===== src/rtl/sa_left_feeder_if.sv =====
// Bundle of the upstream vector stream and the left-edge outputs of the systolic-array feeder.
// The master side drives start and the upstream stream. The slave side is the feeder itself.
interface sa_left_feeder_if #(
    parameter int BIT_WIDTH = 4,
    parameter int ROWS      = 4
);
    logic                      start;
    logic                      s_valid;
    logic                      s_ready;
    logic [ROWS*BIT_WIDTH-1:0] s_data;
    logic                      s_last;
    logic                      load_weight;
    logic [ROWS*BIT_WIDTH-1:0] sa_left;
    logic [ROWS-1:0]           sa_left_vld;
    logic                      busy;
    logic                      done;

    modport master (
        output start, s_valid, s_data, s_last,
        input  s_ready, load_weight, sa_left, sa_left_vld, busy, done
    );

    modport slave (
        input  start, s_valid, s_data, s_last,
        output s_ready, load_weight, sa_left, sa_left_vld, busy, done
    );
endinterface


===== src/rtl/sa_left_feeder.sv =====
// Left-edge driver of the weight-stationary systolic array.
// The feeder buffers one tile of COLS weight vectors and shifts them into the PE rows, last
// vector first. It then streams activation vectors into the rows with a diagonal skew, where
// row r is delayed by r cycles relative to row 0.
module sa_left_feeder #(
    parameter int BIT_WIDTH = 4,
    parameter int ROWS      = 4,
    parameter int COLS      = 4
) (
    input logic           i_clk,
    input logic           i_reset,
    sa_left_feeder_if.slave bus
);
    localparam int MAXN = (COLS > ROWS) ? COLS : ROWS;
    localparam int CW   = $clog2(MAXN + 1);
    localparam int AW   = (COLS > 1) ? $clog2(COLS) : 1;
    localparam int DW   = ROWS * BIT_WIDTH;

    typedef enum logic [2:0] {
        IDLE,
        WFILL,
        WSHIFT,
        STREAM,
        FLUSH
    } state_t;

    state_t          r_state;
    state_t          w_nextState;
    logic [CW-1:0]   r_cnt;
    logic [CW-1:0]   w_nextCnt;
    logic            w_nextDone;
    logic            r_done;
    logic            r_loadWeight;
    logic [DW-1:0]   r_buf [0:COLS-1];

    logic            w_ready;
    logic            w_accept;
    logic            w_shift;
    logic [AW-1:0]   w_shiftIdx;
    logic [DW-1:0]   w_weight;
    logic [DW-1:0]   w_inject;
    logic            w_injectVld;
    logic [DW-1:0]   w_saLeft;
    logic [ROWS-1:0] w_saVld;

    assign w_ready     = (r_state == WFILL) || (r_state == STREAM);
    assign w_accept    = bus.s_valid && w_ready;
    assign w_shift     = (r_state == WSHIFT);
    assign w_shiftIdx  = AW'(COLS - 1) - r_cnt[AW-1:0];
    assign w_weight    = r_buf[w_shiftIdx];
    assign w_injectVld = (r_state == STREAM) && w_accept;
    assign w_inject    = w_injectVld ? bus.s_data : '0;

    // Next-state logic: weight fill, weight shift, activation stream, then drain the skew chains
    always_comb begin
        w_nextState = r_state;
        w_nextCnt   = r_cnt;
        w_nextDone  = 1'b0;
        case (r_state)
            IDLE: begin
                if (bus.start) begin
                    w_nextState = WFILL;
                    w_nextCnt   = '0;
                end
            end
            WFILL: begin
                if (w_accept) begin
                    if (r_cnt == CW'(COLS - 1)) begin
                        w_nextState = WSHIFT;
                        w_nextCnt   = '0;
                    end else begin
                        w_nextCnt = r_cnt + 1'b1;
                    end
                end
            end
            WSHIFT: begin
                if (r_cnt == CW'(COLS - 1)) begin
                    w_nextState = STREAM;
                    w_nextCnt   = '0;
                end else begin
                    w_nextCnt = r_cnt + 1'b1;
                end
            end
            STREAM: begin
                if (w_accept && bus.s_last) begin
                    w_nextState = FLUSH;
                    w_nextCnt   = '0;
                end
            end
            FLUSH: begin
                if (r_cnt == CW'(ROWS - 1)) begin
                    w_nextState = IDLE;
                    w_nextCnt   = '0;
                    w_nextDone  = 1'b1;
                end else begin
                    w_nextCnt = r_cnt + 1'b1;
                end
            end
            default: begin
                w_nextState = IDLE;
                w_nextCnt   = '0;
            end
        endcase
    end

    // State, counter and the registered load_weight/done outputs
    always_ff @(posedge i_clk or posedge i_reset) begin
        if (i_reset) begin
            r_state      <= IDLE;
            r_cnt        <= '0;
            r_done       <= 1'b0;
            r_loadWeight <= 1'b0;
        end else begin
            r_state      <= w_nextState;
            r_cnt        <= w_nextCnt;
            r_done       <= w_nextDone;
            r_loadWeight <= w_shift;
        end
    end

    // Weight tile buffer; its contents after a reset are irrelevant, so it has no reset
    always_ff @(posedge i_clk) begin
        if ((r_state == WFILL) && w_accept) begin
            r_buf[r_cnt[AW-1:0]] <= bus.s_data;
        end
    end

    // Per-row skew chains. Row r has r+1 stages and its last stage is the output register.
    // During a weight shift, the last stage is loaded directly so that all rows stay aligned.
    for (genvar r = 0; r < ROWS; r++) begin : g_lane
        logic [BIT_WIDTH-1:0] r_data [0:r];
        logic [r:0]           r_vld;

        // Shift this row's chain by one stage per cycle, or load a weight when shifting weights
        always_ff @(posedge i_clk or posedge i_reset) begin
            if (i_reset) begin
                for (int s = 0; s <= r; s++) begin
                    r_data[s] <= '0;
                end
                r_vld <= '0;
            end else begin
                r_data[0] <= w_inject[r*BIT_WIDTH +: BIT_WIDTH];
                r_vld[0]  <= w_injectVld;
                for (int s = 1; s <= r; s++) begin
                    r_data[s] <= r_data[s-1];
                    r_vld[s]  <= r_vld[s-1];
                end
                if (w_shift) begin
                    r_data[r] <= w_weight[r*BIT_WIDTH +: BIT_WIDTH];
                    r_vld[r]  <= 1'b0;
                end
            end
        end

        assign w_saLeft[r*BIT_WIDTH +: BIT_WIDTH] = r_data[r];
        assign w_saVld[r]                         = r_vld[r];
    end

    assign bus.s_ready     = w_ready;
    assign bus.load_weight = r_loadWeight;
    assign bus.sa_left     = w_saLeft;
    assign bus.sa_left_vld = w_saVld;
    assign bus.busy        = (r_state != IDLE);
    assign bus.done        = r_done;
endmodule


===== src/flat_wrapper.sv =====
// flat-port wrapper written by rule: the top's interface ports become plain ports
module sa_left_feeder_flat 
#(
    parameter int BIT_WIDTH = 4,
    parameter int ROWS      = 4,
    parameter int COLS      = 4
)
  (i_clk, i_reset, bus_start, bus_s_valid, bus_s_data, bus_s_last, bus_s_ready, bus_load_weight, bus_sa_left, bus_sa_left_vld, bus_busy, bus_done);
  sa_left_feeder_if #(.BIT_WIDTH(BIT_WIDTH), .ROWS(ROWS)) bus_i ();
  input logic i_clk;
  input logic i_reset;
  input wire logic [$bits(bus_i.start)-1:0] bus_start;
  input wire logic [$bits(bus_i.s_valid)-1:0] bus_s_valid;
  input wire logic [$bits(bus_i.s_data)-1:0] bus_s_data;
  input wire logic [$bits(bus_i.s_last)-1:0] bus_s_last;
  output wire logic [$bits(bus_i.s_ready)-1:0] bus_s_ready;
  output wire logic [$bits(bus_i.load_weight)-1:0] bus_load_weight;
  output wire logic [$bits(bus_i.sa_left)-1:0] bus_sa_left;
  output wire logic [$bits(bus_i.sa_left_vld)-1:0] bus_sa_left_vld;
  output wire logic [$bits(bus_i.busy)-1:0] bus_busy;
  output wire logic [$bits(bus_i.done)-1:0] bus_done;
  assign bus_i.start = bus_start;
  assign bus_i.s_valid = bus_s_valid;
  assign bus_i.s_data = bus_s_data;
  assign bus_i.s_last = bus_s_last;
  assign bus_s_ready = bus_i.s_ready;
  assign bus_load_weight = bus_i.load_weight;
  assign bus_sa_left = bus_i.sa_left;
  assign bus_sa_left_vld = bus_i.sa_left_vld;
  assign bus_busy = bus_i.busy;
  assign bus_done = bus_i.done;
  sa_left_feeder #(.BIT_WIDTH(BIT_WIDTH), .ROWS(ROWS), .COLS(COLS)) u_core (.i_clk(i_clk), .i_reset(i_reset), .bus(bus_i));
endmodule

===== config.mk =====
export PLATFORM = sky130hd
export DESIGN_NAME = sa_left_feeder_flat
export DESIGN_NICKNAME = d
export VERILOG_FILES = /design/src/rtl/sa_left_feeder_if.sv /design/src/rtl/sa_left_feeder.sv /design/src/flat_wrapper.sv
export SDC_FILE = /design/constraint.sdc
export NUM_CORES = 1
export LEC_CHECK = 0
export ABC_AREA = 0
export ABC_CLOCK_PERIOD_IN_PS = 3200
export CORE_UTILIZATION = 59
export CTS_BUF_LIST = sky130_fd_sc_hd__clkbuf_4 sky130_fd_sc_hd__clkbuf_8
export DETAILED_ROUTE_END_ITERATION = 8
export HOLD_SLACK_MARGIN = 0.06
export PLACE_DENSITY_LB_ADDON = 0.15
export SLEW_MARGIN = 10
export SYNTH_ARGS = -nofsm -noshare
export SYNTH_HDL_FRONTEND = slang
export SYNTH_SLANG_ARGS = --single-unit

===== constraint.sdc =====
create_clock -name i_clk -period 3.2 [get_ports i_clk]
set_clock_uncertainty 0.1 [all_clocks]
set_input_delay 0.64 -clock i_clk [delete_from_list [all_inputs] [get_ports i_clk]]
set_output_delay 0.64 -clock i_clk [all_outputs]
set_load 0.05 [all_outputs]

; ---- Word level (Yosys, flattened, before mapping)
; Memory sizes are Yosys's and may differ from the RTL's.
; Cells that the tools add are included.
[word_totals]
word_cells = 67
mem_bits_rw = 64
regBits = 58
inputBits = 21
rom_bits = 0
mem_count = 1
latch_bits = 0
[memory_table]
columns = name, depth, word_bits, read_ports, rd_clocked_by_memory_dff, wr, line
row1 = u_core.r_buf, 4, 16, 1, 0, 1, sa_left_feeder.sv:34  ; logic [DW-1:0] r_buf [0:COLS-1];
[classes]
add_sub_neg = 2
n_shift = 0
n_mux = 25
mul = 0
n_div = 0
n_eq_ne = 11
bitwise_logic = 0
magnitude_cmp = 0
reduce_logical = 10
[op_table]
columns = operator, n
row1 = 3-bit 2-to-1 mux, 10
row2 = 16-bit 2-to-1 mux, 1
row3 = 4-bit 2-to-1 mux, 4
row4 = 3-bit case mux with 5 select lines, 1
row5 = 3-bit case mux with 4 select lines, 1
row6 = 3-bit by 2-bit == test with 1-bit output (second input constant), 3
row7 = 1-bit 2-to-1 mux, 8
row8 = 2-bit inequality test (second input constant), 4
row9 = 6-bit AND reduction, 1
row10 = 1-bit logical AND, 4
row11 = 2-bit by 1-bit inequality test with 1-bit output (second input constant), 2
row12 = 3-bit by 1-bit adder with 3-bit output (second input constant), 1
row13 = 3-bit by 1-bit == test with 1-bit output (second input constant), 1
row14 = 3-bit == test (second input constant), 1
row15 = 3-bit zero test, 1
row16 = 3-bit AND reduction, 1
row17 = 3-bit nonzero test, 1
row18 = 2-bit OR reduction, 1
row19 = 2-bit subtractor (first input constant), 1
row20 = 1-bit logical OR, 1

; ---- Depth between registers and ports, before layout
[logic_depth]
depth_word = 6
ltp_mapped = 6
ltp_nobuf = 5

; ---- Least setup slack after synthesis
; OpenSTA, ideal clock, no wires.
[synth_timing]
path_kind = flip-flop to flip-flop
start = reg u_core.r_state[2]
end = mem u_core.r_buf[3][0] (netlist name), enable pin
path_buffers = 1
arrival_time_ps = 1702
setup_time_ps = 374
path_stages_with_launch = 5
path_slack_ps = 1025
cell_sequence = dfrtp_1 -> buf_2 -> nor2b_2 -> and3_1 -> and2_1
[synth_via]
elab_chain_cells = 6
elab_cells_between_ends = 7
cone_classes = 2 x eq/ne / 2 x mux / 3 x reduce/logical
[synth_rtl]
columns = item, line
row1 = start: declaration, sa_left_feeder.sv:27  ; state_t r_state;
row2 = start signal: assignment, sa_left_feeder.sv:114  ; r_state <= w_nextState;
row3 = 3-bit by 1-bit == test with 1-bit output or 3-bit by 2-bit == test with 1-bit output (tied branches), sa_left_feeder.sv:46  ; assign w_ready = (r_state == WFILL) || (r_state == STREAM);
row4 = 1-bit logical OR *, sa_left_feeder.sv:46
row5 = via bus_s_ready, flat_wrapper.sv:16  ; output wire logic [$bits(bus_i.s_ready)-1:0] bus_s_ready;
row6 = 1-bit logical AND *, sa_left_feeder.sv:47  ; assign w_accept = bus.s_valid && w_ready;
row7 = 1-bit logical AND *, sa_left_feeder.sv:123  ; if ((r_state == WFILL) && w_accept) begin
row8 = 1-bit 2-to-1 mux *, sa_left_feeder.sv:123
row9 = 1-bit 2-to-1 mux (implied by the code) *, sa_left_feeder.sv:124  ; r_buf[r_cnt[AW-1:0]] <= bus.s_data;
row10 = end: declaration, sa_left_feeder.sv:34
; Mark *: on every way through the listed nets, which the timed path passes. The rest lies on a longest branch.

; ---- Worst setup path in the final report
[layout_timing]
start = reg u_core.r_state[0]
end = out bus_s_ready
[layout_via]
elab_chain_cells = 2
elab_cells_between_ends = 3
cone_classes = 2 x eq/ne / 1 x reduce/logical
[layout_rtl]
columns = item, line
row1 = 3-bit by 1-bit == test with 1-bit output or 3-bit by 2-bit == test with 1-bit output (tied branches), sa_left_feeder.sv:46
row2 = 1-bit logical OR *, sa_left_feeder.sv:46
row3 = end: declaration, flat_wrapper.sv:16
; Every way passes the cells marked *; elsewhere a longest branch is shown, timed or not.

==> metrics.cfg <==
[clocking]
clock_latency_ns = 0.42
h-tree-depth = 4
cts_hold_buffers = 0
postCtsSetupRepairBufs = 0
clk_pin_slew_ns = 0.07
cts_sinks = 119
clock-root-buffer = clkbuf_8
cts_buffers = 17
cts_tree = yes
clockBufferDepth = 2
cts-resized-gates = 0

[sta]
tns_ns = 0
hold_violations = 0
rsz0062_at_grt = false
tightest_slew_ns = 0.850
min_period_ns = 2.73
maxSlewHeadroom_pct = 43.3
fmax_ghz = 0.366
drv_slew = 0
finalCritPeriodShare_pct = 85.3
setup_violations = 0

[global_routing]
grt_remaining_overflow = 0
grt_use_total_pct = 20.5
grt_start_max_net_pins = 56
grt_pass1_wl_um = 10800
antenna_found_initial = 0
grt_pass1_vias = 2125

[route]
drt-vias-per-instance = 5.38
wl_met2_um = 3490
drtIter0Drc = 132
post-route-drc-count = 0
met1_length_um = 3020
wirelength_um = 6940
wl_met3_um = 352
top_layer = met4
num_vias = 2104
drt-pass1-iter-count = 4
postRouteAntennaNets = 0
wire_per_inst_um = 17.8

[place]
gp_congestion = 0.671
place.port_buffers = 44
hpwl_um = 4170

[floorplan]
die_x_um = 88.8
dieArea_sq_mm = 0.00788
coreArea_sq_mm = 0.00725
die_y_um = 88.8
ios = 45
row_count = 31
start_util_pct = 61.3

[yosys]
synthCells = 234
synth_ff_type = edfxtp_1
synth_edf_count = 64
synth_nets = 259
async_flop_share_pct = 46.2
syn_area_sq_mm = 0.00444
yosysTopAreaCell = edfxtp_1
yosys_warnings = 0
synth_top_area_share_pct = 43.3
synth_seq_cells = 119
postSynthAreaPerCell_sq_um = 19.0
yosysSeqAreaShare_pct = 74.2
synthDistinctLibCells = 32
synth_area_leaders = edfxtp_1 43%, dfrtp_1 31%, mux4_1 5.3%

[critical_path]
startpoint_type = register
crit_fanout = 10
path_class = reg2out
end_kind = output pin
crit_arrival_ns = 1.99
regToRegSetupSlack_ns = 1.03
cp_data_required_time_ns = 2.46

[cells_and_area]
syn_to_final_growth_pct = 20.0
final_util_pct = 73.5
antenna_cells = 0
nets = 305
drive_above_1_share_pct = 21.9

[power]
power.density_mw_per_mm2 = 846
vdd_drop_max_v = 0.000445
leakagePower_uw = 0.00214

[min_path]
hp-class = reg2reg

[status]
status = complete, no violations

[job]
cap_violations = 0

[cell usage after synthesis (3+ instances only)]
library cell  number
nor2b_1            6
edfxtp_1          64
inv_1              5
mux4_2             7
mux2_2            11
mux2_4             3
buf_2              6
ha_1               4
dfrtp_1           55
a22o_1             4
nor2_1             4
nand2_1            3
buf_4             16
and2_1            16
mux4_1             9
[cell usage in the layout (no fill, tap or decap), drive strengths merged, types with 7 or more instances in the layout]
cell	instances
buf	8
and2	16
clkdlybuf4s50	44
mux4	16
clkbuf	19
nor2b	7
dfrtp	55
edfxtp	64
mux2	14
[area by class of cell]
type                            count  area, sq um
Timing Repair Buffer               52          513
Multi-Input combinational cell     85          938
Fill cell                         438         1920
Clock buffer                       19          262
Inverter                            5         18.8
Sequential cell                   119         3300
Tap cell                           99          124
Clock inverter                     12          176
[stage by stage]
stage / instances / worst slack (ns) / power, uW / cell area [sq um] / hold slack (ns)
floorplan: 234 / 1.02 / 2840 / 4440 / 0.231
global placement: 360 / 0.852 / 3070 / 4890 / 0.233
detailed placement: 360 / 0.817 / 3100 / 4890 / 0.235
CTS: 391 / 0.456 / 4540 / 5330 / 0.251
global route: 391 / 0.361 / 4700 / 5330 / 0.257
finish: 391 / 0.471 / 4510 / 5330 / 0.249
[routing by layer]
metal | GRT usage, % | vias up
met2 | 32.1 | 66
met1 | 26.0 | 1087
met5 | 0 | -
met4 | 9.97 | 0
met3 | 6.90 | 8
li1 | - | 943
[worst paths after layout]
path | startpoint | end | cells past startpoint
max in group asynchronous | i_reset | u_core.g_lane[2].r_data[9] | 3
setup reg to reg | u_core.r_cnt[1] | u_core.r_cnt[0] | 4
setup / recovery | u_core.r_state[0] | bus_s_ready | 2
hold / removal | u_core.g_lane[3].r_data[9] | u_core.g_lane[3].r_data[5] | 0
hold reg to reg | u_core.g_lane[3].r_data[9] | u_core.g_lane[3].r_data[5] | 0
min in group asynchronous | i_reset | u_core.g_lane[2].r_data[7] | 3
[flip-flops by register name, indices dropped and copies added (netlist names)]
register	cells
u_core.bus.load_weight	1
u_core.g_lane.r_data	28
u_core.g_lane.r_vld	7
u_core.bus.sa_left	12
u_core.r_buf	64
u_core.r_state	3
u_core.r_cnt	3
u_core.bus.done	1
[kinds of logic (layout without fill, tap and decap cells)]
group,Yosys count,count (layout),synth area share (%)
flip-flops,119,119,74.2
adder cells (fa/ha/maj),4,4,1.13
multiplexers,30,30,12.7
buffers and inverters,30,88,4.76
XOR/XNOR,1,1,0.197
AO/OA/AOI/OAI,13,13,2.14
AND/OR/NAND/NOR,37,37,4.87
[worst max-delay path, cell delays in order (launching register included)]
cell and delay (ns):
dfrtp_1 0.51, nor2b_2 0.24, clkdlybuf4s50_1 0.82
[where the power goes]
group | switching [uW] | internal [uW] | total (uW)
combinational | 574 | 462 | 1040
clock | 566 | 883 | 1450
sequential | 142 | 1880 | 2020
Power figures use the tool's default switching activity.
